## src/rtl/uart_baud_sched.sv

```systemverilog
// uart_baud_sched: shared-divisor bit-tick scheduler for a UART TX/RX pair.
//
// A single 32-bit divisor (div_q, clocks per bit) drives two independent
// phase counters. While a channel's requester holds its request level high
// the channel runs and emits a one-cycle tick every div_q clocks. The
// divisor can only be rewritten while both channels are idle; a write
// attempted while either channel is active is dropped and flagged on cfg_err.
//
// Optional feature macro: RX_HALF_BIT_ALIGN_EN
//   defined   -> RX waits in ALIGN for an rx_sync start-edge strobe, then
//                preloads its counter to floor(div_q/2) so ticks land mid-bit.
//   undefined -> RX ignores rx_sync and behaves exactly like TX.
//
// Parameters:
//   SRC_CLK  source clock frequency, Hz
//   DIV      baud rate used to derive the divisor at reset, Hz
//
// Ports:
//   src_clk  in   single clock, rising edge
//   rst      in   synchronous active-high reset
//   div_cfg  in   requested divisor (clocks per bit)
//   cfg_wr   in   one-cycle strobe to load div_cfg
//   tx_req   in   level, TX wants bit ticks
//   rx_req   in   level, RX wants bit ticks
//   rx_sync  in   one-cycle start-edge strobe from RX
//   tx_tick  out  one-cycle bit tick to TX
//   rx_tick  out  one-cycle bit tick to RX
//   busy     out  either channel not idle
//   cfg_err  out  one-cycle pulse, cfg_wr rejected
//   div_q    out  divisor in use
module uart_baud_sched #(
  parameter int unsigned SRC_CLK = 50000000,
  parameter int unsigned DIV     = 9600
) (
  input  logic        src_clk,
  input  logic        rst,
  input  logic [31:0] div_cfg,
  input  logic        cfg_wr,
  input  logic        tx_req,
  input  logic        rx_req,
  input  logic        rx_sync,
  output logic        tx_tick,
  output logic        rx_tick,
  output logic        busy,
  output logic        cfg_err,
  output logic [31:0] div_q
);

  localparam logic [31:0] RST_DIV_RAW = 32'(SRC_CLK / DIV);
  localparam logic [31:0] RST_DIV     = (RST_DIV_RAW < 32'd2) ? 32'd2 : RST_DIV_RAW;

  function automatic logic [31:0] clamp_div(input logic [31:0] v);
    return (v < 32'd2) ? 32'd2 : v;
  endfunction

  typedef enum logic {
    TX_IDLE,
    TX_RUN
  } tx_state_t;

`ifdef RX_HALF_BIT_ALIGN_EN
  typedef enum logic [1:0] {
    RX_IDLE,
    RX_ALIGN,
    RX_RUN
  } rx_state_t;
`else
  typedef enum logic {
    RX_IDLE,
    RX_RUN
  } rx_state_t;
`endif

  tx_state_t   tx_state, tx_next;
  rx_state_t   rx_state, rx_next;
  logic [31:0] tx_cnt, tx_cnt_next;
  logic [31:0] rx_cnt, rx_cnt_next;
  logic [31:0] div_next;
  logic        tx_tick_next, rx_tick_next;
  logic        busy_next, cfg_err_next;
  logic        both_idle;
  logic [31:0] wrap_at;

`ifndef RX_HALF_BIT_ALIGN_EN
  logic unused_rx_sync;
  always_comb unused_rx_sync = rx_sync;
`endif

  // Divisor only changes while both channels are idle, so wrap_at is stable
  // for the whole time either counter is running.
  always_comb begin
    wrap_at = div_q - 32'd1;
  end

  // Divisor write acceptance is judged on the current (pre-edge) states.
  always_comb begin
    both_idle    = (tx_state == TX_IDLE) && (rx_state == RX_IDLE);
    div_next     = div_q;
    cfg_err_next = 1'b0;
    if (cfg_wr) begin
      if (both_idle) div_next = clamp_div(div_cfg);
      else           cfg_err_next = 1'b1;
    end
  end

  // TX channel
  always_comb begin
    tx_next      = tx_state;
    tx_cnt_next  = tx_cnt;
    tx_tick_next = 1'b0;
    case (tx_state)
      TX_IDLE: begin
        tx_cnt_next = '0;
        if (tx_req) tx_next = TX_RUN;
      end
      TX_RUN: begin
        if (!tx_req) begin
          tx_next     = TX_IDLE;
          tx_cnt_next = '0;
        end else if (tx_cnt == wrap_at) begin
          tx_cnt_next  = '0;
          tx_tick_next = 1'b1;
        end else begin
          tx_cnt_next = tx_cnt + 32'd1;
        end
      end
      default: begin
        tx_next     = TX_IDLE;
        tx_cnt_next = '0;
      end
    endcase
  end

  // RX channel
  always_comb begin
    rx_next      = rx_state;
    rx_cnt_next  = rx_cnt;
    rx_tick_next = 1'b0;
    case (rx_state)
      RX_IDLE: begin
        rx_cnt_next = '0;
`ifdef RX_HALF_BIT_ALIGN_EN
        if (rx_req) rx_next = RX_ALIGN;
`else
        if (rx_req) rx_next = RX_RUN;
`endif
      end
`ifdef RX_HALF_BIT_ALIGN_EN
      RX_ALIGN: begin
        rx_cnt_next = '0;
        if (!rx_req) begin
          rx_next = RX_IDLE;
        end else if (rx_sync) begin
          // Half-bit preload places the first tick at mid-bit.
          rx_next     = RX_RUN;
          rx_cnt_next = div_q >> 1;
        end
      end
`endif
      RX_RUN: begin
        if (!rx_req) begin
          rx_next     = RX_IDLE;
          rx_cnt_next = '0;
        end else if (rx_cnt == wrap_at) begin
          rx_cnt_next  = '0;
          rx_tick_next = 1'b1;
        end else begin
          rx_cnt_next = rx_cnt + 32'd1;
        end
      end
      default: begin
        rx_next     = RX_IDLE;
        rx_cnt_next = '0;
      end
    endcase
  end

  always_comb begin
    busy_next = (tx_next != TX_IDLE) || (rx_next != RX_IDLE);
  end

  always_ff @(posedge src_clk) begin
    if (rst) begin
      tx_state <= TX_IDLE;
      rx_state <= RX_IDLE;
      tx_cnt   <= '0;
      rx_cnt   <= '0;
      tx_tick  <= 1'b0;
      rx_tick  <= 1'b0;
      busy     <= 1'b0;
      cfg_err  <= 1'b0;
      div_q    <= RST_DIV;
    end else begin
      tx_state <= tx_next;
      rx_state <= rx_next;
      tx_cnt   <= tx_cnt_next;
      rx_cnt   <= rx_cnt_next;
      tx_tick  <= tx_tick_next;
      rx_tick  <= rx_tick_next;
      busy     <= busy_next;
      cfg_err  <= cfg_err_next;
      div_q    <= div_next;
    end
  end

endmodule

```

## config.mk

```make
export PLATFORM = sky130hd
export DESIGN_NAME = uart_baud_sched
export DESIGN_NICKNAME = d
export VERILOG_FILES = /design/src/rtl/uart_baud_sched.sv
export SDC_FILE = /design/constraint.sdc
export NUM_CORES = 1
export LEC_CHECK = 0
export BUFFER_PORTS_ARGS = -buffer_cell sky130_fd_sc_hd__buf_2
export CORE_UTILIZATION = 53
export DETAILED_ROUTE_END_ITERATION = 10
export PLACE_DENSITY = 0.83
export SYNTH_ARGS = -nofsm -noshare
export SYNTH_HDL_FRONTEND = slang
export SYNTH_SLANG_ARGS = --single-unit
```

## constraint.sdc

```tcl
create_clock -name src_clk -period 3.3 [get_ports src_clk]
set_input_delay 0.495 -clock src_clk [delete_from_list [all_inputs] [get_ports src_clk]]
set_output_delay 0.495 -clock src_clk [all_outputs]
set_load 0.005 [all_outputs]
```

Word level (Yosys, flattened, before mapping)

Cells that the tools add are included.

Bits in registers: 102
Bits of input ports: 38
Output and inout bits: 36
Logic and storage cells: 38

$add $sub $neg: 3
Order comparisons: 1
Equal/unequal tests: 2
Muxes and demuxes: 12
Bitwise gates (word level): 5
Reduce and logical (&&, ||, !) cells: 6

Operators with widths:

| kind                    | count |
|---|---|
| $mux W32                | 5 |
| $pmux W32 S2            | 2 |
| $add A32 B1 Y32 const B | 2 |
| $eq A32 B32 Y1          | 2 |
| $lt A32 B2 Y1 const B   | 1 |
| $sub A32 B1 Y32 const B | 1 |
| $reduce_or A3 Y1        | 2 |
| $mux W1                 | 5 |
| $not A1 Y1              | 5 |
| $reduce_and A2 Y1       | 1 |
| $reduce_or A2 Y1        | 1 |
| $logic_and A1 B1 Y1     | 1 |
| $logic_or A1 B1 Y1      | 1 |

Logic depth before layout (Yosys ltp)

Gate-level depths: netlist of run 1.

Word-level depth: 5
Mapped depth: 13
Gate-level depth less buffers: 10

Worst setup path after synthesis of run 1

No wires, ideal clock.

Path type: reg2reg
Start: reg div_q[0]
End: reg rx_cnt[26]
Library setup time: 115 ps
Data arrival time: 3345 ps
Data required time: 3185 ps
Setup slack: -161 ps
Cell stages (with the launch flop): 13
Buffers on the path: 2
Period minus slack after synthesis: 3461 ps
Cell sequence: dfxtp_1 > buf_6 > inv_1 > ha_1 > nor3b_1 > nand4_1 > mux2_2 > o2111ai_1 > or4_1 > or4_4 > o311ai_4 > buf_6 > nor2_2

Cells in the longest elaborated chain, start to end: 5

RTL lines:

| element                | line | text |
|---|---|---|
| from (decl)            | 46   | `output logic [31:0] div_q` |
| from (signal assigned) | 202  | `div_q <= div_next;` |
| $sub A32 B1 Y32        | 92   | `wrap_at = div_q - 32'd1;` |
| $eq A32 B32 Y1         | 164  | `end else if (rx_cnt == wrap_at) begin` |
| $mux W32               | 164  |  |
| $mux W32               | 161  | `if (!rx_req) begin` |
| $pmux W32 S2           | 139  | `case (rx_state)` |
| to (signal assigned)   | 197  | `rx_cnt <= rx_cnt_next;` |
| to (decl)              | 77   | `logic [31:0] rx_cnt, rx_cnt_next;` |

No other way between the ends.
A chain may end at the register's enable or synchronous reset.

Worst setup path after layout of run 1

Start: reg div_q[0]
End: reg rx_cnt[14]

The elaborated chain is that of the path after synthesis.

==> qor.csv, run 1 <==
metric;value;unit
status;finished, violations left;
violations;negative setup slack;
clk_root_buffer_cell;clkbuf_16;
grt.overflow.total;0;
fraction_of_synthesis_flops_using_an_asynchronous_set_or_reset_pin;0;%
clock_power_share;38.6;%
layout-area-overhead-vs-synth;26.4;%
synth.net_count;821;
final_critical_path_setup_slack;-0.317;ns
finalCoreUtilization;69.5;%
final_instance_area;8000;µm²
data_arrival_time_at_the_worst_slack_endpoint;3.86;ns
power_switching_share;27.9;%
power.internal;2090;µW
total_cts_buffers;9;
detail_route.first_pass.iterations;5;
route.detailed.wl_per_inst;19.8;µm
timing_hold_violations_final;0;
finalCritPeriodShare;110;%
yosysMostFrequentCell;dfxtp_1;
critPathMaxFanout;11;
nets;942;
pin_count_of_the_biggest_net_entering_global_routing;36;
leakagePower;0.00296;µW
antenna_cells_inserted;0;
seqPwrFrac;44.6;%
yosys_warnings;0;
hold_path_depth;3;
unrepaired_setup_endpoints_after_global_routing;yes;
core_area;11500;µm²
remaining_drc_errors;0;
critPathRequiredTime;3.54;ns
synth_top_flop_cell;dfxtp_1;
power.density;362;nW/µm²
tightestPinTransition;1.01;ns
max_frequency;276;MHz
synth.area.top_cells;dfxtp_1, xnor2_1, xor2_1;
critical_path.reg2reg.endpoint;rx_cnt[14]$_SDFF_PP0_;
cts_hold_buf;0;
netlist_instances;780;
synth_commonest_cells;dfxtp_1, nand2_1, xnor2_1;
worst-r2r-setup-slack;-0.32;ns
port_buffers;72;
ioPinCount;74;
worst_case_vdd_ir_drop;0.284;mV
first_global_vias;6037;
power.switching;807;µW
worst_r2r_startpoint;div_q[0]$_SDFFE_PP0P_;
num_rows;39;
timing.final.max_slew_violations;0;
htreeDepth;3;
cts_tree;built;
worst-setup-path-type;reg2reg;
total_placed_cells_including_tap_cells;1017;
totalNegativeSetupSlack;-12.56;ns
gr-usage-all-layers;30.6;%
hpwl;13400;µm
mean_cell_area_of_the_mapped_netlist;8.12;µm²
timing.slew.headroom;32.2;%
finalCriticalPeriod;3.62;ns
share_comb_of_total_power;16.7;%
synth_area;6330;µm²
setup_viol;65;
grt_pass1_wl;30100;µm
clk_path_buf_depth;2;
post-synth-top-area-cell;dfxtp_1;
cts_sinks;102;
hold_path.class;in2reg;
reg2regPathDepth;11;
final_gp_congestion;0.947;
startpoint_type;flop;
design_power;2890;µW
worst_skew_pair.late_latency;0.35;ns
die_w;111;µm
ant_nets;0;
number_of_antenna_violations_at_the_first_check_in_global_routing;0;
fin_skew;0.0107;ns
yosysTopAreaCellShare;32.3;%
overall_routed_net_length;20800;µm
detailed_place.area;7210;µm²
detailroute.via_count;6545;
fin_cells;1049;
critPathCaptureType;flop;
synth-seq-area-share;32.3;%
drv.max_cap_violation_count;0;
yosys_register_bits;102;
worstHoldStart;div_cfg[3];
clk_pin_slew_worst_paths;0.07;ns
die_height;111;µm
start_util;55.0;%
synth_enable_flop_cells;0;
first_iter_violations;910;
post_route_cells_drive_above_1_share;27.9;%
dieArea;12400;µm²
post_synth_num_cell_types;61;
worstHoldEndpoint;div_q[3]$_SDFFE_PP1P_;
via_per_inst;6.24;
-- power by group through the flow --
stage | logic, µW | registers [µW] | clock network (µW)
floorplan | 253 | 1310 | 0
global placement | 416 | 1320 | 0
detailed placement | 423 | 1320 | 0
CTS | 440 | 1290 | 1120
global route | 515 | 1290 | 1180
finish | 484 | 1290 | 1120
-- critical path: stages (launching register included) --
cell	delay, ns
dfxtp_2	0.32
or4_4	0.54
or2_1	0.24
buf_6	0.14
nor4_2	0.43
xnor3_1	0.31
o2111ai_1	0.21
or4_4	0.61
o311ai_4	0.29
buf_6	0.20
buf_16	0.15
nor2_2	0.05
-- cell usage in the layout (no fill, tap or decap), types with 5 or more instances in the layout --
master / n
buf_2: 72
buf_6: 7
nand3b_1: 8
buf_4: 74
inv_1: 12
nand2_1: 99
o211ai_1: 8
or4_1: 7
nor2_2: 24
xnor3_1: 7
nand3_1: 31
nor2_1: 42
nor2b_1: 8
and2_1: 9
xor2_1: 57
nand4_1: 18
clkbuf_16: 13
xnor2_1: 72
o2111ai_1: 5
nor2_4: 7
nor4_1: 16
and4_1: 6
o21ai_0: 9
dfxtp_1: 101
nor3_1: 41
a21oi_1: 39
or3_1: 6
nor3_2: 10
and3_1: 13
-- metrics by stage --
stage / setup slack [ns] / hold WS, ns
final: -0.317 / 0.366
after floorplan: -0.114 / 0.456
after global routing: -0.319 / 0.373
after global placement: -0.0221 / 0.471
after detailed placement: -0.0658 / 0.505
after CTS: -0.121 / 0.366
-- metal layers --
| metal | wire length, µm | vias to the layer above | GRT usage, % |
|---|---|---|---|
| li1 | - | 2956 | - |
| met1 | 8070 | 3047 | 38.7 |
| met2 | 9540 | 422 | 49.3 |
| met3 | 2010 | 120 | 5.41 |
| met4 | 1190 | 0 | 16.6 |
| met5 | 0 | - | 0 |
-- flip-flops by register name, indices dropped and copies added, names as in the netlist --
name and flops:
busy 1, cfg_err 1, div_q 32, rx_cnt 32
rx_state 1, rx_tick 1, tx_cnt 32, tx_state 1
tx_tick 1
-- how the worst max path moves through the flow --
| stage | startpoint | depth (start not counted) | slack, ns | to |
|---|---|---|---|---|
| 2_1_floorplan | div_q[0]$_SDFFE_PP0P_ | 11 | -0.11 | rx_cnt[26]$_SDFF_PP0_ |
| 3_3_place_gp | div_q[0]$_SDFFE_PP0P_ | 10 | -0.02 | rx_cnt[2]$_SDFF_PP0_ |
| 3_5_place_dp | div_q[1]$_SDFFE_PP0P_ | 14 | -0.07 | rx_cnt[3]$_SDFF_PP0_ |
| 4_1_cts | div_q[0]$_SDFFE_PP0P_ | 12 | -0.12 | rx_cnt[31]$_SDFF_PP0_ |
| 5_1_grt | div_q[0]$_SDFFE_PP0P_ | 11 | -0.32 | rx_cnt[14]$_SDFF_PP0_ |
| 6_report | div_q[0]$_SDFFE_PP0P_ | 11 | -0.32 | rx_cnt[14]$_SDFF_PP0_ |
-- cell families (layout without fill, tap and decap cells) --
group,Yosys count,after routing,synth area share (%)
fa+ha+maj,3,3,0.593
flops,102,102,32.3
compound gates,92,92,9.73
xor+xnor,137,137,20.5
mux,4,4,0.672
buf+inv,66,192,4.70
simple gates,376,376,31.6
-- layout make-up --
cell class | instances | area (µm²)
flip-flops and latches | 102 | 2040
clock inverters | 6 | 72.6
inverters | 14 | 52.6
repair buffers | 162 | 1200
well taps | 143 | 179
clock buffers | 10 | 239
multi-input cells | 612 | 4210
fillers | 826 | 3520
-- repair_timing --
| item | in CTS | in global routing |
|---|---|---|
| gates resized for setup | 18 | 39 |
| buffers inserted | 7 | 2 |
| endpoints found under the setup margin | 32 | 66 |
| pin swaps | 7 | 18 |
| gates cloned | 2 | 5 |
(Power assumes the default switching activity.)
==> inputs of run 2 (changes only) <==
Settings changed: CORE_UTILIZATION 53 to 45, PLACE_DENSITY 0.83 to 0.67.
==> qor.csv, run 2 (synthesized netlist as in run 1, its figures left out) <==
metric;value;unit
antenna_cells_inserted;0;
final_critical_path_setup_slack;-0.144;ns
core_area;13500;µm²
leakagePower;0.00284;µW
design_power;2770;µW
via_per_inst;5.58;
worst-setup-path-type;reg2reg;
unrepaired_setup_endpoints_after_global_routing;yes;
worst_path_max_delay_cell;or4_4;
first_global_vias;5414;
power.density;357;nW/µm²
worst_skew_pair.late_latency;0.36;ns
overall_routed_net_length;18300;µm
die_height;121;µm
number_of_antenna_violations_at_the_first_check_in_global_routing;0;
setup_viol;32;
max_frequency;290;MHz
port_buffers;72;
final_gp_congestion;0.924;
num-fill-cells;1254;
power_switching_share;28.4;%
final_instance_area;7770;µm²
ioPinCount;74;
post_route_cells_drive_above_1_share;25.0;%
critPathCaptureType;flop;
finalCriticalPeriod;3.44;ns
hold_path.class;in2reg;
die_w;121;µm
timing.final.max_slew_violations;0;
drv.max_cap_violation_count;0;
layout-area-overhead-vs-synth;22.7;%
timing_hold_violations_final;0;
tightestPinTransition;1.07;ns
hpwl;13800;µm
nets;933;
cts_sinks;102;
clk_pin_slew_worst_paths;0.07;ns
num_rows;42;
gr-usage-all-layers;25.7;%
clock_power_share;37.2;%
ant_nets;0;
fin_cells;1072;
crit_chain;or4_4 > or2_1 > buf_6 > nor4b_4 > o2111ai_1 > or4_1 > or4_4 > o311ai_4 > buf_6 > clkbuf_16 > nor2_2;
remaining_drc_errors;0;
clk_path_buf_depth;2;
mostFrequentLayoutCells;dfxtp_1, nand2_1, xnor2_1, buf_4, buf_2;
finalCritPeriodShare;104;%
totalNegativeSetupSlack;-4.23;ns
first_iter_violations;605;
top_flop_regs;div_q (32), rx_cnt (32), tx_cnt (32);
timing.slew.headroom;28.6;%
seqPwrFrac;46.5;%
worst_path_largest_cell_delay;0.53;ns
share_comb_of_total_power;16.3;%
pin_count_of_the_biggest_net_entering_global_routing;35;
start_util;46.9;%
worst_case_vdd_ir_drop;0.323;mV
critPathMaxFanout;8;
most_common_library_cell_in_the_layout_ignoring_fill_and_taps;dfxtp_1;
htreeDepth;3;
violations;negative setup slack;
detailroute.via_count;5987;
dieArea;14500;µm²
power.internal;1980;µW
startpoint_type;flop;
fin_skew;0.0121;ns
power.switching;786;µW
cts_tree;built;
grt_pass1_wl;28600;µm
total_placed_cells_including_tap_cells;1051;
detailed_place.area;7260;µm²
critPathRequiredTime;3.55;ns
route.detailed.wl_per_inst;17.1;µm
total_cts_buffers;9;
status;finished, violations left;
clk_root_buffer_cell;clkbuf_16;
detail_route.first_pass.iterations;7;
data_arrival_time_at_the_worst_slack_endpoint;3.70;ns
grt.overflow.total;0;
==> run 2: changes by cell type in the layout (fill, tap and decap cells not counted), moves of 4 or more <==
cell    before  now
nor3_1      41   51
nor3_2      10    2
nor2_4       7   13
nor2_2      24   19
buf_6        7    3
==> run 2: worst paths after layout <==
path	cells past startpoint	start	slack [ns]	to
max	11	div_q[0]$_SDFFE_PP0P_	-0.14	rx_cnt[9]$_SDFF_PP0_
max reg2reg	11	div_q[0]$_SDFFE_PP0P_	-0.14	rx_cnt[9]$_SDFF_PP0_
min reg2reg	1	rx_cnt[0]$_SDFF_PP0_	0.50	rx_cnt[0]$_SDFF_PP0_
min	3	div_cfg[6]	0.37	div_q[6]$_SDFFE_PP1P_
==> run 2: stage by stage <==
step	worst slack (ns)	hold slack [ns]	util (%)
after floorplan	-0.114	0.456	-
after global placement	-0.0530	0.484	53.8
after detailed placement	-0.0971	0.481	53.8
after CTS	-0.0766	0.355	56.2
after global routing	-0.261	0.359	57.5
final	-0.144	0.368	57.5
==> run 2: layer usage <==
layer	global-route usage (%)	vias up	routed length, µm
li1	-	2937	-
met1	35.7	2816	8630
met2	38.5	193	8070
met3	3.54	41	938
met4	13.6	0	680
met5	0	-	0
==> run 2: worst max-delay path, delay by kind of cell, from the launching register on <==
kind	cells	cell delay [ns]
simple gates	6	2.07
buf+inv	3	0.50
flops	1	0.32
compound gates	2	0.44
==> run 2: what timing repair did <==
| action | 4_1_cts | 5_1_grt |
|---|---|---|
| endpoints found under the setup margin | 32 | 65 |
| hold buffers | 0 | 0 |
| buffers inserted | 2 | 1 |
| gates resized for setup | 4 | 27 |
| pin swaps | 1 | 16 |
| gates cloned | 1 | 2 |
==> run 2: cell type report <==
cell class	count	area, µm²	share of cell area (%)
multi-input combinational	612	4110	53.0
sequential	102	2040	26.3
timing repair buffer	153	1060	13.6
clock buffer	9	225	2.90
tap	176	220	2.83
clock inverter	6	53.8	0.693
inverter	14	52.6	0.676
==> run 2: power by group through the flow <==
stage	Clock [µW]	Combinational, µW	Sequential, µW
after global placement	0	427	1320
after global routing	1120	487	1290
final	1030	452	1290
after CTS	1050	436	1290
after floorplan	0	253	1310
after detailed placement	0	431	1320
